<file path="src/rtl/game_pkg.sv">
// game_pkg
// Shared constants and types for the tile game: grid dimensions, the pixel
// size of one tile, the direction encoding used on move requests, and the
// state encoding of the move arbiter FSM. Imported by the arbiter and by the
// pixel generator so both sides agree on the grid geometry.
//
// Contents:
//   HTILES, VTILES   default grid width/height in tiles
//   UNIT             tile edge length in pixels
//   DIR_*            2-bit move direction codes
//   arb_state_t      arbiter FSM states

package game_pkg;

  localparam int HTILES = 10;
  localparam int VTILES = 6;
  localparam int UNIT   = 64;

  localparam logic [1:0] DIR_UP    = 2'b00;
  localparam logic [1:0] DIR_DOWN  = 2'b01;
  localparam logic [1:0] DIR_LEFT  = 2'b10;
  localparam logic [1:0] DIR_RIGHT = 2'b11;

  typedef enum logic [1:0] {
    IDLE,
    EVAL_FIRST,
    EVAL_SECOND,
    COMMIT
  } arb_state_t;

endpackage

</file>
<file path="src/rtl/tile_step.sv">
// tile_step
// Purely combinational: from a current tile (h,v) and a direction, produce the
// neighbouring target tile, whether that step would leave the grid, and
// whether the target tile is passable according to the walk_able map.
//
// Ports:
//   h, v          current tile coordinates
//   dir           requested direction (game_pkg::DIR_*)
//   walk_able     passability map, bit (HTILES*v + h) set = tile passable
//   target_h/v    neighbouring tile; equals (h,v) when the step leaves the grid
//   out_of_grid   step would cross the grid border (no wrap-around)
//   passable      target tile is walkable; forced low when out_of_grid

module tile_step #(
  parameter int HTILES = game_pkg::HTILES,
  parameter int VTILES = game_pkg::VTILES
) (
  input  logic [3:0]               h,
  input  logic [3:0]               v,
  input  logic [1:0]               dir,
  input  logic [HTILES*VTILES-1:0] walk_able,
  output logic [3:0]               target_h,
  output logic [3:0]               target_v,
  output logic                     out_of_grid,
  output logic                     passable
);

  localparam int IDXW = $clog2(HTILES * VTILES);

  logic [IDXW-1:0] tile_idx;

  // Border test happens before the subtraction/addition so an edge tile never
  // wraps to the opposite side; the target then simply stays on (h,v).
  always_comb begin
    target_h    = h;
    target_v    = v;
    out_of_grid = 1'b0;
    case (dir)
      game_pkg::DIR_UP: begin
        if (v == 4'd0) out_of_grid = 1'b1;
        else           target_v    = v - 4'd1;
      end
      game_pkg::DIR_DOWN: begin
        if (v == 4'(VTILES - 1)) out_of_grid = 1'b1;
        else                     target_v    = v + 4'd1;
      end
      game_pkg::DIR_LEFT: begin
        if (h == 4'd0) out_of_grid = 1'b1;
        else           target_h    = h - 4'd1;
      end
      default: begin
        if (h == 4'(HTILES - 1)) out_of_grid = 1'b1;
        else                     target_h    = h + 4'd1;
      end
    endcase

    tile_idx = IDXW'(HTILES * int'(target_v) + int'(target_h));
    passable = out_of_grid ? 1'b0 : walk_able[tile_idx];
  end

endmodule

</file>
<file path="src/rtl/player_move_arbiter.sv">
// player_move_arbiter
// Collects move requests from two players, and once per frame (on frame_tick)
// evaluates them one after the other with a single shared tile_step. The
// evaluation order alternates whenever both players competed, so neither
// player permanently wins contested tiles. Results land on the COMMIT edge,
// three clocks after the frame_tick edge.
//
// Ports:
//   clk, rst                 clock, synchronous active-high reset
//   frame_tick               one-cycle pulse at start of vertical blank
//   reqA_valid/dir           player A move request (newest request wins)
//   reqB_valid/dir           player B move request
//   walk_able                passability map, bit (HTILES*v + h)
//   curAh/curAv/curBh/curBv  registered player tile positions
//   ackA/ackB                one-cycle pulse: move committed
//   rejA/rejB                one-cycle pulse: move refused
//   busy                     arbiter is inside a frame evaluation

module player_move_arbiter #(
  parameter int HTILES    = game_pkg::HTILES,
  parameter int VTILES    = game_pkg::VTILES,
  parameter int A_START_H = 0,
  parameter int A_START_V = 0,
  parameter int B_START_H = 9,
  parameter int B_START_V = 5
) (
  input  logic                     clk,
  input  logic                     rst,
  input  logic                     frame_tick,
  input  logic                     reqA_valid,
  input  logic [1:0]               reqA_dir,
  input  logic                     reqB_valid,
  input  logic [1:0]               reqB_dir,
  input  logic [HTILES*VTILES-1:0] walk_able,
  output logic [3:0]               curAh,
  output logic [3:0]               curAv,
  output logic [3:0]               curBh,
  output logic [3:0]               curBv,
  output logic                     ackA,
  output logic                     ackB,
  output logic                     rejA,
  output logic                     rejB,
  output logic                     busy
);

  game_pkg::arb_state_t state, state_next;

  logic       prio;
  logic       pend_a_valid, pend_b_valid;
  logic [1:0] pend_a_dir, pend_b_dir;
  logic       snap_a_valid, snap_b_valid;
  logic [1:0] snap_a_dir, snap_b_dir;

  logic       first_ok, second_ok;
  logic [3:0] first_h, first_v, second_h, second_v;

  logic       eval_b, first_valid, step_ok;
  logic [3:0] step_h, step_v, block_h, block_v;
  logic [1:0] step_dir;
  logic [3:0] target_h, target_v;
  logic       out_of_grid, passable;

  logic       a_ok, b_ok;
  logic [3:0] a_new_h, a_new_v, b_new_h, b_new_v;

  always_ff @(posedge clk) begin
    if (rst) state <= game_pkg::IDLE;
    else     state <= state_next;
  end

  always_comb begin
    state_next = state;
    case (state)
      game_pkg::IDLE:        if (frame_tick) state_next = game_pkg::EVAL_FIRST;
      game_pkg::EVAL_FIRST:  state_next = game_pkg::EVAL_SECOND;
      game_pkg::EVAL_SECOND: state_next = game_pkg::COMMIT;
      default:               state_next = game_pkg::IDLE;
    endcase
  end

  assign busy = (state != game_pkg::IDLE);

  // prio=0 evaluates A first. The first player is blocked by the other's
  // current tile; the second by the first player's post-evaluation tile, which
  // is what makes a head-on swap fail for both players.
  always_comb begin
    eval_b      = (state == game_pkg::EVAL_SECOND) ? ~prio : prio;
    first_valid = prio ? snap_b_valid : snap_a_valid;
    step_h      = eval_b ? curBh : curAh;
    step_v      = eval_b ? curBv : curAv;
    step_dir    = eval_b ? snap_b_dir : snap_a_dir;
    if (state == game_pkg::EVAL_SECOND) begin
      block_h = first_h;
      block_v = first_v;
    end else begin
      block_h = eval_b ? curAh : curBh;
      block_v = eval_b ? curAv : curBv;
    end
    step_ok = !out_of_grid && passable &&
              !((target_h == block_h) && (target_v == block_v));
  end

  tile_step #(
    .HTILES (HTILES),
    .VTILES (VTILES)
  ) u_tile_step (
    .h           (step_h),
    .v           (step_v),
    .dir         (step_dir),
    .walk_able   (walk_able),
    .target_h    (target_h),
    .target_v    (target_v),
    .out_of_grid (out_of_grid),
    .passable    (passable)
  );

  // Map the first/second evaluation results back onto players A and B.
  always_comb begin
    a_ok    = prio ? second_ok : first_ok;
    a_new_h = prio ? second_h  : first_h;
    a_new_v = prio ? second_v  : first_v;
    b_ok    = prio ? first_ok  : second_ok;
    b_new_h = prio ? first_h   : second_h;
    b_new_v = prio ? first_v   : second_v;
  end

  // A request in the same cycle as the snapshot is folded into it, so no
  // request is lost on the frame boundary. Outside that cycle requests only
  // refill the pending slots, also while a frame is being evaluated.
  always_ff @(posedge clk) begin
    if (rst) begin
      prio         <= 1'b0;
      pend_a_valid <= 1'b0;
      pend_b_valid <= 1'b0;
      pend_a_dir   <= 2'b00;
      pend_b_dir   <= 2'b00;
      snap_a_valid <= 1'b0;
      snap_b_valid <= 1'b0;
      snap_a_dir   <= 2'b00;
      snap_b_dir   <= 2'b00;
      first_ok     <= 1'b0;
      second_ok    <= 1'b0;
      first_h      <= 4'd0;
      first_v      <= 4'd0;
      second_h     <= 4'd0;
      second_v     <= 4'd0;
      curAh        <= 4'(A_START_H);
      curAv        <= 4'(A_START_V);
      curBh        <= 4'(B_START_H);
      curBv        <= 4'(B_START_V);
      ackA         <= 1'b0;
      ackB         <= 1'b0;
      rejA         <= 1'b0;
      rejB         <= 1'b0;
    end else begin
      ackA <= 1'b0;
      ackB <= 1'b0;
      rejA <= 1'b0;
      rejB <= 1'b0;

      if (state == game_pkg::IDLE && frame_tick) begin
        snap_a_valid <= pend_a_valid | reqA_valid;
        snap_a_dir   <= reqA_valid ? reqA_dir : pend_a_dir;
        snap_b_valid <= pend_b_valid | reqB_valid;
        snap_b_dir   <= reqB_valid ? reqB_dir : pend_b_dir;
        pend_a_valid <= 1'b0;
        pend_b_valid <= 1'b0;
      end else begin
        if (reqA_valid) begin
          pend_a_valid <= 1'b1;
          pend_a_dir   <= reqA_dir;
        end
        if (reqB_valid) begin
          pend_b_valid <= 1'b1;
          pend_b_dir   <= reqB_dir;
        end
      end

      case (state)
        game_pkg::EVAL_FIRST: begin
          first_ok <= first_valid & step_ok;
          first_h  <= (first_valid & step_ok) ? target_h : step_h;
          first_v  <= (first_valid & step_ok) ? target_v : step_v;
        end
        game_pkg::EVAL_SECOND: begin
          second_ok <= step_ok;
          second_h  <= target_h;
          second_v  <= target_v;
        end
        game_pkg::COMMIT: begin
          ackA <= snap_a_valid & a_ok;
          rejA <= snap_a_valid & ~a_ok;
          ackB <= snap_b_valid & b_ok;
          rejB <= snap_b_valid & ~b_ok;
          if (snap_a_valid & a_ok) begin
            curAh <= a_new_h;
            curAv <= a_new_v;
          end
          if (snap_b_valid & b_ok) begin
            curBh <= b_new_h;
            curBv <= b_new_v;
          end
          prio <= prio ^ (snap_a_valid & snap_b_valid);
        end
        default: ;
      endcase
    end
  end

endmodule

</file>
<file path="config.mk">
export PLATFORM = sky130hd
export DESIGN_NAME = player_move_arbiter
export DESIGN_NICKNAME = d
export VERILOG_FILES = /design/src/rtl/game_pkg.sv /design/src/rtl/tile_step.sv /design/src/rtl/player_move_arbiter.sv
export SDC_FILE = /design/constraint.sdc
export NUM_CORES = 1
export LEC_CHECK = 0
export CAP_MARGIN = 15
export CELL_PAD_IN_SITES_DETAIL_PLACEMENT = 0
export CELL_PAD_IN_SITES_GLOBAL_PLACEMENT = 2
export CORE_MARGIN = 3
export CORE_UTILIZATION = 26
export DETAILED_ROUTE_END_ITERATION = 6
export PLACE_DENSITY = 0.75
export RECOVER_POWER = 25
export SLEW_MARGIN = 20
export SYNTH_ARGS = -nofsm -noshare
export SYNTH_HDL_FRONTEND = slang
export SYNTH_HIERARCHICAL = 1
export SYNTH_SLANG_ARGS = --single-unit
</file>
<file path="constraint.sdc">
create_clock -name clk -period 8.1 [get_ports clk]
set_clock_uncertainty 0.1 [all_clocks]
set_input_delay 2.43 -clock clk [delete_from_list [all_inputs] [get_ports clk]]
set_output_delay 2.43 -clock clk [all_outputs]
set_load 0.1 [all_outputs]
</file>
==> flow_summary.yaml <==
place:
  gp_congestion: 0.834
  dpl-instance-area_sq_um: 5710
  dp_hpwl_mm: 10.8
  port_buffers: 89
critical_path:
  r2r_slack_ns: 0.91
  worstReg2RegStart: "state[0]"
  cp.arrival_ns: 7.30
  crit_fanout: 25
  r2r-end: "first_h[2]"
  crit_type: "reg2reg"
  cp-end-kind: "flop"
  reg2regPathDepth: 23
  critPathRequiredTime_ns: 8.21
  start_kind: "flop"
detailed_routing:
  wl_per_cell_microns: 17.1
  post-route-drc-count: 0
  antenna_left: 0
  viasPerCell: 5.40
  drt_first_pass_iters: 5
  vias: 4606
  drtIter0Drc: 303
  totalWireLength_mm: 14.6
cts:
  clock_sinks: 53
  cts.repair.resized: 0
  htreeDepth: 2
  cts_tree: "yes"
  clk_latency_ns: 0.30
  clk_pin_slew_worst_paths_ns: 0.08
  cts_hold_buf: 0
  cts_made_buffers: 5
  post_cts_buffers: 0
  clockBufferDepth: 2
  root_buffer: "clkbuf_16"
die:
  core_sq_um: 17500
  fp.dieH_microns: 140
  rows: 48
  start_util: 0.269
  die_w_microns: 140
  die_area_sq_um: 19700
  io_pins: 90
sta:
  finalHoldViolations: 0
  period_minus_slack_ns: 7.19
  slew_headroom: -0.680
  rsz0062_at_grt: "no"
  drv_slew: 54
  max_clock_freq_mhz: 139
  finalSetupViolCount: 0
  tightest_slew_ns: 2.52
  totalNegativeSetupSlack_ns: 0
  fin_crit_sh: 0.888
synth:
  syn_area_sq_um: 4690
  postSynthAreaPerCell_sq_um: 8.31
  ys_seq_elements: 53
  synth.distinct_cells: 77
  async_flop_share: 0
  synth_seq_area_share: 0.226
  synth_cells: 565
  synth_fp_nets: 651
  ys_warn_count: 6
  synthFlopType: "dfxtp_1"
  synth_edf_count: 0
finish:
  layout_common_cells: "clkdlybuf4s50_1 (88), dfxtp_1 (53), mux2i_1 (52)"
  final_common_cell: "clkdlybuf4s50_1"
  post-route-util: 0.335
  nets: 713
  seq_area_sq_um: 1060
  fin_area_sq_um: 5860
  n_antenna_cell: 0
  layout-drive-gt1-share: 0.0748
  area_delta_synth_final_pct: 24.9
  fillers: 1785
  multiInputGateArea_sq_um: 3360
worst_hold_path:
  min_path_cells: 2
  hp-start: "snap_a_dir[0]"
  holdPathEnd: "snap_a_dir[0]"
  hold_path_class: "reg2reg"
pwr:
  p_seq_frac: 0.169
  totalPowerFinal_w: 0.00177
  switching_power_w: 0.000895
  power.internal_w: 0.000878
  p_leak_nw: 2.00
  powerDensity_nw_per_um2: 302
  clkPwrFrac: 0.128
  p_comb_frac: 0.703
  vdd.ir_drop.worst_mv: 0.135
  sw_frac_of_total: 0.505
global_route:
  overflow: 0
  grt_start_max_net_pins: 54
  gr-usage-all-layers: 0.143
  grt_pass1_wl_mm: 23.3
  antenna_found_initial: 0
  grt_pass1_vias: 4392
status:
  status: "finished with violations"
  violations: "capacitance limit, slew limit"
flow_run:
  maxCapViolCount: 1
power by group through the flow:
| stage | clock (W) | sequential, W | combinational [W] |
|---|---|---|---|
| after global placement | 0 | 0.000305 | 0.00123 |
| final | 0.000228 | 0.000300 | 0.00125 |
| after CTS | 0.000232 | 0.000300 | 0.00124 |
| after floorplan | 0 | 0.000302 | 0.000927 |
| after global routing | 0.000242 | 0.000304 | 0.00136 |
| after detailed placement | 0 | 0.000306 | 0.00123 |
metal layers:
metal / share of wire / global-route usage / routed length (microns)
met1: 0.46 / 0.197 / 6710
met4: 0.0086 / 0.0224 / 125
met5: 0 / 0 / 0
met3: 0.041 / 0.0198 / 597
met2: 0.49 / 0.242 / 7170
cells in the mapped netlist (14+ instances only):
cell | count | area share
a211oi_1 | 22 | 0.035
a21oi_1 | 14 | 0.015
clkbuf_1 | 24 | 0.019
dfxtp_1 | 53 | 0.23
ha_1 | 16 | 0.043
inv_1 | 15 | 0.012
mux2i_1 | 52 | 0.11
nand2_1 | 48 | 0.038
nand2b_1 | 19 | 0.025
nor2_1 | 48 | 0.038
nor2b_1 | 16 | 0.021
o21ai_0 | 16 | 0.017
final cells by class:
cell class / instances / area share
sequential: 53 / 0.181
multi-input combinational: 453 / 0.574
inverter: 17 / 0.0109
timing repair buffer: 97 / 0.161
clock inverter: 3 / 0.00448
clock buffer: 5 / 0.0213
tap: 225 / 0.0480
through the flow:
step                setup WS (ns)  hold slack (ns)  cells
CTS                         0.906            0.353    853
global placement             1.15            0.339    845
floorplan                    1.14            0.324    565
finish                      0.906            0.350    853
global route                0.246            0.379    853
detailed placement          0.931            0.342    845
worst max path at each step:
| stage | start | end | slack [ns] |
|---|---|---|---|
| after global routing | state[0] | first_h[2] | 0.25 |
| after global placement | state[0] | first_h[0] | 1.15 |
| after floorplan | state[0] | first_h[0] | 1.14 |
| final | state[0] | first_h[2] | 0.91 |
| after CTS | state[0] | first_h[2] | 0.91 |
| after detailed placement | state[0] | first_v[2] | 0.93 |
flip-flops by register name, indices dropped and copies added (netlist names), 4 cells and up:
name      flops
first_h       4
curAv         4
first_v       4
second_h      4
second_v      4
curBh         4
curAh         4
curBv         4
kinds of logic after synthesis:
group	share of synthesized area
DFF	0.226
xor gates and xnor gates	0.0243
adders and majority gates	0.0469
buffers and inverters	0.0576
muxes	0.172
and+or+nand+nor	0.239
AOI/OAI and AO/OA	0.234
critical path, stage by stage, from the launching register on:
cell	delay [ns]
dfxtp_1	0.39
inv_1	0.08
ha_1	0.24
xnor2_2	0.34
mux2_2	0.39
inv_1	0.37
ha_1	0.25
inv_1	0.07
o31a_1	0.27
and2_1	0.17
o31ai_1	0.64
ha_1	0.31
fa_1	0.73
nand2b_1	0.46
o22ai_1	0.16
a221oi_1	0.26
o2111ai_1	0.15
a211oi_1	0.25
a2111oi_0	0.11
a221oi_1	0.26
nor2b_1	0.26
o41ai_2	0.23
or4_1	0.53
o221ai_2	0.08
Power figures use the tool's default switching activity.
